`config.mk`:
```
export PLATFORM = sky130hd
export DESIGN_NAME = context_commit
export DESIGN_NICKNAME = d
export VERILOG_FILES = /design/src/rtl/context_commit_pkg.sv /design/src/rtl/context_commit_watchdog.sv /design/src/rtl/context_commit.sv
export SDC_FILE = /design/constraint.sdc
export NUM_CORES = 1
export LEC_CHECK = 0
export CORE_MARGIN = 1.5
export CORE_UTILIZATION = 28
export CTS_BUF_LIST = sky130_fd_sc_hd__clkbuf_2 sky130_fd_sc_hd__clkbuf_4 sky130_fd_sc_hd__clkbuf_8
export DETAILED_ROUTE_END_ITERATION = 12
export GPL_ROUTABILITY_DRIVEN = 0
export PLACE_DENSITY = 0.61
export SLEW_MARGIN = 40
export SYNTH_ARGS = -nofsm -noshare
export SYNTH_HDL_FRONTEND = slang
export SYNTH_SLANG_ARGS = --single-unit
```
`constraint.sdc`:
```
create_clock -name clk -period 3.3 [get_ports clk]
set_clock_uncertainty 0.1 [all_clocks]
set_input_delay 0.66 -clock clk [delete_from_list [all_inputs] [get_ports clk]]
set_output_delay 0.66 -clock clk [all_outputs]
set_load 0.05 [all_outputs]
```
`src/rtl/context_commit_pkg.sv`:
```
// Shared reference-CPU definitions: architectural context, CPU state encoding,
// commit-stage FSM states and trap causes.
package context_commit_pkg;

  typedef enum logic [3:0] {
    S_FETCH   = 4'd0,
    S_DECODE  = 4'd1,
    S_EXEC    = 4'd2,
    S_MEM     = 4'd3,
    S_WB      = 4'd4,
    S_UNKNOWN = 4'hF
  } cpu_state_t;

  typedef struct packed {
    cpu_state_t  state;
    logic [31:0] pc;
    logic [31:0] data;
  } context_t;

  localparam int CTX_W = $bits(context_t);

  typedef enum logic [1:0] {
    RUN      = 2'd0,
    DBG_HALT = 2'd1,
    TRAPPED  = 2'd2
  } commit_fsm_t;

  typedef enum logic [1:0] {
    TC_NONE    = 2'd0,
    TC_UNKNOWN = 2'd1,
    TC_WDT     = 2'd2
  } trap_cause_t;

  localparam logic [31:0] RESET_PC_DEFAULT = 32'hbfc0_0000;

endpackage

```
`src/rtl/context_commit_watchdog.sv`:
```
// Dwell counter: counts consecutive same-state commits and pulses fire_o on the
// commit that would reach WDT_LIMIT. WDT_LIMIT of 0 disables firing.
module context_commit_watchdog #(
  parameter int WDT_LIMIT = 1024
) (
  input  logic clk,
  input  logic reset,
  input  logic commit_i,
  input  logic same_state_i,
  input  logic clear_i,
  output logic fire_o
);

  localparam int DW = (WDT_LIMIT > 1) ? $clog2(WDT_LIMIT) : 1;
  localparam logic [DW-1:0] LIM_M1 = (WDT_LIMIT > 0) ? DW'(WDT_LIMIT - 1) : '0;

  logic [DW-1:0] dwell_q, dwell_d;

  assign fire_o = (WDT_LIMIT > 0) && commit_i && same_state_i && (dwell_q == LIM_M1);

  always_comb begin
    dwell_d = dwell_q;
    if (clear_i) begin
      dwell_d = '0;
    end else if (commit_i) begin
      if (!same_state_i || fire_o) dwell_d = '0;
      else                         dwell_d = dwell_q + DW'(1);
    end
  end

  always_ff @(posedge clk) begin
    if (reset) dwell_q <= '0;
    else       dwell_q <= dwell_d;
  end

endmodule

```
`src/rtl/context_commit.sv`:
```
// Architectural context register: commits next_ctx each cycle while running,
// traps on S_UNKNOWN or watchdog expiry, counts retirements, supports debug halt.
module context_commit
  import context_commit_pkg::*;
#(
  parameter logic [31:0] RESET_PC  = RESET_PC_DEFAULT,
  parameter int          WDT_LIMIT = 1024,
  parameter int          CNT_W     = 32
) (
  input  logic             clk,
  input  logic             reset,
  input  logic [CTX_W-1:0] next_ctx,
  output logic [CTX_W-1:0] ctx,
  input  logic             halt_req,
  output logic             halted,
  input  logic             resume,
  output logic             trap,
  output logic [1:0]       trap_cause,
  output logic [31:0]      trap_pc,
  output logic [CNT_W-1:0] retired
);

  context_t    nx;
  context_t    ctx_q, ctx_d;
  commit_fsm_t fsm_q, fsm_d;
  logic        trap_q, trap_d;
  trap_cause_t cause_q, cause_d;
  logic [31:0] tpc_q, tpc_d;
  logic [CNT_W-1:0] ret_q, ret_d;

  logic commit, same_state, unk_hit, wdt_fire, clear_trap;

  assign nx         = context_t'(next_ctx);
  assign commit     = (fsm_q == RUN);
  assign same_state = (nx.state == ctx_q.state);
  assign unk_hit    = commit && (nx.state == S_UNKNOWN);
  assign clear_trap = (fsm_q == TRAPPED) && resume;

  context_commit_watchdog #(
    .WDT_LIMIT(WDT_LIMIT)
  ) u_wdt (
    .clk         (clk),
    .reset       (reset),
    .commit_i    (commit),
    .same_state_i(same_state),
    .clear_i     (clear_trap),
    .fire_o      (wdt_fire)
  );

  always_comb begin
    fsm_d   = fsm_q;
    ctx_d   = ctx_q;
    trap_d  = trap_q;
    cause_d = cause_q;
    tpc_d   = tpc_q;
    ret_d   = ret_q;
    case (fsm_q)
      RUN: begin
        // A watchdog fire discards next_ctx unless S_UNKNOWN is also being entered.
        if (wdt_fire && !unk_hit) begin
          ctx_d.state = S_UNKNOWN;
        end else begin
          ctx_d = nx;
          if (ctx_q.state != S_FETCH && ctx_q.state != S_UNKNOWN && nx.state == S_FETCH)
            ret_d = ret_q + CNT_W'(1);
        end
        if (unk_hit || wdt_fire) begin
          fsm_d   = TRAPPED;
          trap_d  = 1'b1;
          cause_d = unk_hit ? TC_UNKNOWN : TC_WDT;
          tpc_d   = ctx_q.pc;
        end else if (halt_req) begin
          fsm_d = DBG_HALT;
        end
      end
      DBG_HALT: begin
        if (resume) fsm_d = RUN;
      end
      TRAPPED: begin
        if (resume) begin
          fsm_d       = RUN;
          trap_d      = 1'b0;
          cause_d     = TC_NONE;
          ctx_d.state = S_FETCH;
          ctx_d.pc    = RESET_PC;
        end
      end
      default: fsm_d = RUN;
    endcase
  end

  always_ff @(posedge clk) begin
    if (reset) begin
      fsm_q      <= RUN;
      ctx_q      <= '0;
      ctx_q.state <= S_FETCH;
      ctx_q.pc   <= RESET_PC;
      trap_q     <= 1'b0;
      cause_q    <= TC_NONE;
      tpc_q      <= '0;
      ret_q      <= '0;
    end else begin
      fsm_q   <= fsm_d;
      ctx_q   <= ctx_d;
      trap_q  <= trap_d;
      cause_q <= cause_d;
      tpc_q   <= tpc_d;
      ret_q   <= ret_d;
    end
  end

  assign ctx        = ctx_q;
  assign halted     = (fsm_q != RUN);
  assign trap       = trap_q;
  assign trap_cause = cause_q;
  assign trap_pc    = tpc_q;
  assign retired    = ret_q;

endmodule

```
==> impl_metrics.py <==
metrics = {
    "outcome": {
        "status": "finished clean",
    },
    "routing": {
        "drc": 0,
        "vias": 5235,
        "viasPerCell": 4.60,
        "dr.pass1.iters": 4,
        "routed_wl_um": 16400,
        "drtAntennaViolNets": 0,
        "drt-initial-drc-count": 195,
        "routedWlPerCell_um": 14.4,
    },
    "sta": {
        "setup_viol": 0,
        "rsz0062_at_grt": "false",
        "slew_violations": 0,
        "fin_crit_sh_pct": 90.0,
        "finalCriticalPeriod_ns": 2.97,
        "setup_tns_ns": 0,
        "tightest_slew_ns": 0.588,
        "hold_violations": 0,
        "final.setup.worst_slack_ns": 0.329,
        "slew_headroom_pct": 60.7,
        "hold_slack_ns": 0.377,
        "fmax_ghz": 0.337,
    },
    "clock_network": {
        "cts_resized": 0,
        "path_clk_slew_ns": 0.08,
        "cts_buffer_depth": 2,
        "cts_tree": "built",
        "hold_buffers": 0,
        "clk_latency_ns": 0.45,
        "cts_buffers": 17,
        "cts_root_buffer": "clkbuf_8",
        "cts_setup_buffers": 0,
        "clock_sinks": 147,
        "htree_levels": 4,
    },
    "worst_setup_path": {
        "end_kind": "output port",
        "path_max_fanout": 5,
        "start_kind": "flop",
        "critPathRequiredTime_ns": 2.54,
        "ff2ff_path_depth": 8,
        "crit_arrival_ns": 2.21,
        "critPathKind": "reg -> out",
    },
    "global_routing": {
        "grt_usage_pct": 14.6,
        "overflow": 0,
        "grt_first_pass_wirelength_um": 25700,
        "antenna_found_initial": 0,
        "grt_pass1_vias": 4864,
        "grt_max_degree": 60,
    },
    "floorplanning": {
        "core_mm2": 0.0212,
        "die_h_um": 150,
        "die_width_um": 150,
        "initial_core_util_pct": 28.6,
        "rows": 53,
        "ioPinCount": 208,
        "die_area_mm2": 0.0225,
    },
    "yosys": {
        "syn_inst": 647,
        "yosys_warnings": 0,
        "synth_area_mm2": 0.00606,
        "ys_seq_area_share_pct": 48.6,
        "synth-main-ff-cell": "dfxtp_1",
        "synthArstFlopShare_pct": 0,
        "synth-seq-cells": 147,
        "synth_cell_types": 49,
        "syn-num-nets": 723,
        "synth_edf_count": 0,
        "avgSynthCellArea_um2": 9.36,
    },
    "layout": {
        "multi_input_area_mm2": 0.00290,
        "instances_no_fill": 1137,
        "fillers": 2115,
        "final_core_util_pct": 41.7,
        "fin_nets": 926,
        "n_antenna_cell": 0,
        "syn_to_final_growth_pct": 45.5,
        "seq_area_mm2": 0.00294,
        "drive_gt1_share_pct": 7.77,
        "fin_area_mm2": 0.00882,
    },
    "placement": {
        "placed_cell_area_mm2": 0.00846,
        "place_hpwl_um": 11400,
        "placement.io_buffers": 207,
        "dp_cells": 1106,
        "pre_cts_ws_ns": 0.296,
    },
    "pwr": {
        "p_per_area_mw_per_mm2": 472,
        "ir_drop_v": 0.000219,
        "total_power_mw": 4.16,
        "p_leak_nw": 3.48,
    },
    "worst_hold_path": {
        "hold_path_class": "reg -> reg",
        "hold_depth": 2,
    },
    "flow_run": {
        "max_cap_viol_count": 0,
    },
}
==> power by group <==
part	switching (mW)	leakage, nW	internal (mW)
clock	0.719	0.179	0.610
combinational	0.552	2.10	0.352
sequential	0.0656	1.20	1.86
total	1.34	3.48	2.83
==> Yosys cell counts, drive strengths merged (2+ instances only) <==
library cell	number	area (um2)
buf	13	86.3
and3	3	18.8
a22oi	9	67.6
nand3	9	45.0
dfxtp	147	2940
nor2	108	405
nor3	14	75.1
nand2	24	90.1
xor2	11	96.3
o31ai	3	22.5
nor4	7	77.6
nand3b	23	173
ha	4	50.1
a31oi	2	18.8
o21ai	43	215
or2	2	12.5
nand4	17	158
or3	19	124
mux2i	65	651
a21oi	32	160
inv	11	41.3
xnor2	11	96.3
clkbuf	24	110
and2	2	12.5
or4	4	30.0
nand2b	28	175
==> critical path, cell delays in order, from the launching register on <==
cell and delay (ns):
dfxtp_1 0.34, inv_1 0.06, ha_1 0.26, inv_1 0.22, clkdlybuf4s50_1 0.90
==> registers in the layout, summed over array words and instances, names as in the netlist <==
signal / count
retired: 32
trap: 1
trap_cause: 2
ctx: 68
trap_pc: 32
u_wdt.dwell_q: 10
fsm_q: 2
==> layer usage <==
layer  part of all wire [%]  wire [um]  global-route usage (%)
met3                     10       1720                    7.18
met1                     46       7500                    18.2
met2                     43       7040                    22.3
met4                   0.72        118                    4.12
met5                      0          0                       0
==> placed cells by master (no fill, tap or decap), types with 9 or more instances in the layout <==
cell             Yosys  final
a21oi_1             32     32
a22oi_1              9      9
buf_4                1     11
clkbuf_8             2     17
clkdlybuf4s50_1      0    206
dfxtp_1            147    147
inv_1               11     11
mux2i_1             65     65
nand2_1             24     24
nand2b_1            28     28
nand3_1              9      9
nand3b_1            23     23
nand4_1             13     13
nor2_1             108    108
nor3_1              13     13
o21ai_0             42     42
or3_1               15     15
xnor2_1             11     11
xor2_1              11     11
==> path summary, 6_finish.rpt <==
kind	start	endpoint	slack [ns]
max reg2reg	fsm_q[0]	ctx[57]	0.64
min reg2reg	fsm_q[1]	fsm_q[1]	0.38
min	fsm_q[1]	fsm_q[1]	0.38
max	fsm_q[0]	halted	0.33
==> cells by family (layout without fill, tap and decap cells) <==
group	Yosys count	after routing	share of synthesized area [%]
simple gates	264	264	23.6
compound gates	97	97	9.17
buf+inv	48	263	3.92
fa+ha+maj	4	4	0.826
xor+xnor	22	22	3.18
flops	147	147	48.6
mux	65	65	10.7
==> cell type report <==
cell class	instances	share of cell area, %
Clock buffer	19	2.82
Clock inverter	12	1.26
Inverter	11	0.468
Multi-Input combinational cell	452	32.9
Sequential cell	147	33.4
Tap cell	275	3.90
Timing Repair Buffer	221	25.2
No activity file was read; power rests on OpenSTA's default activity.
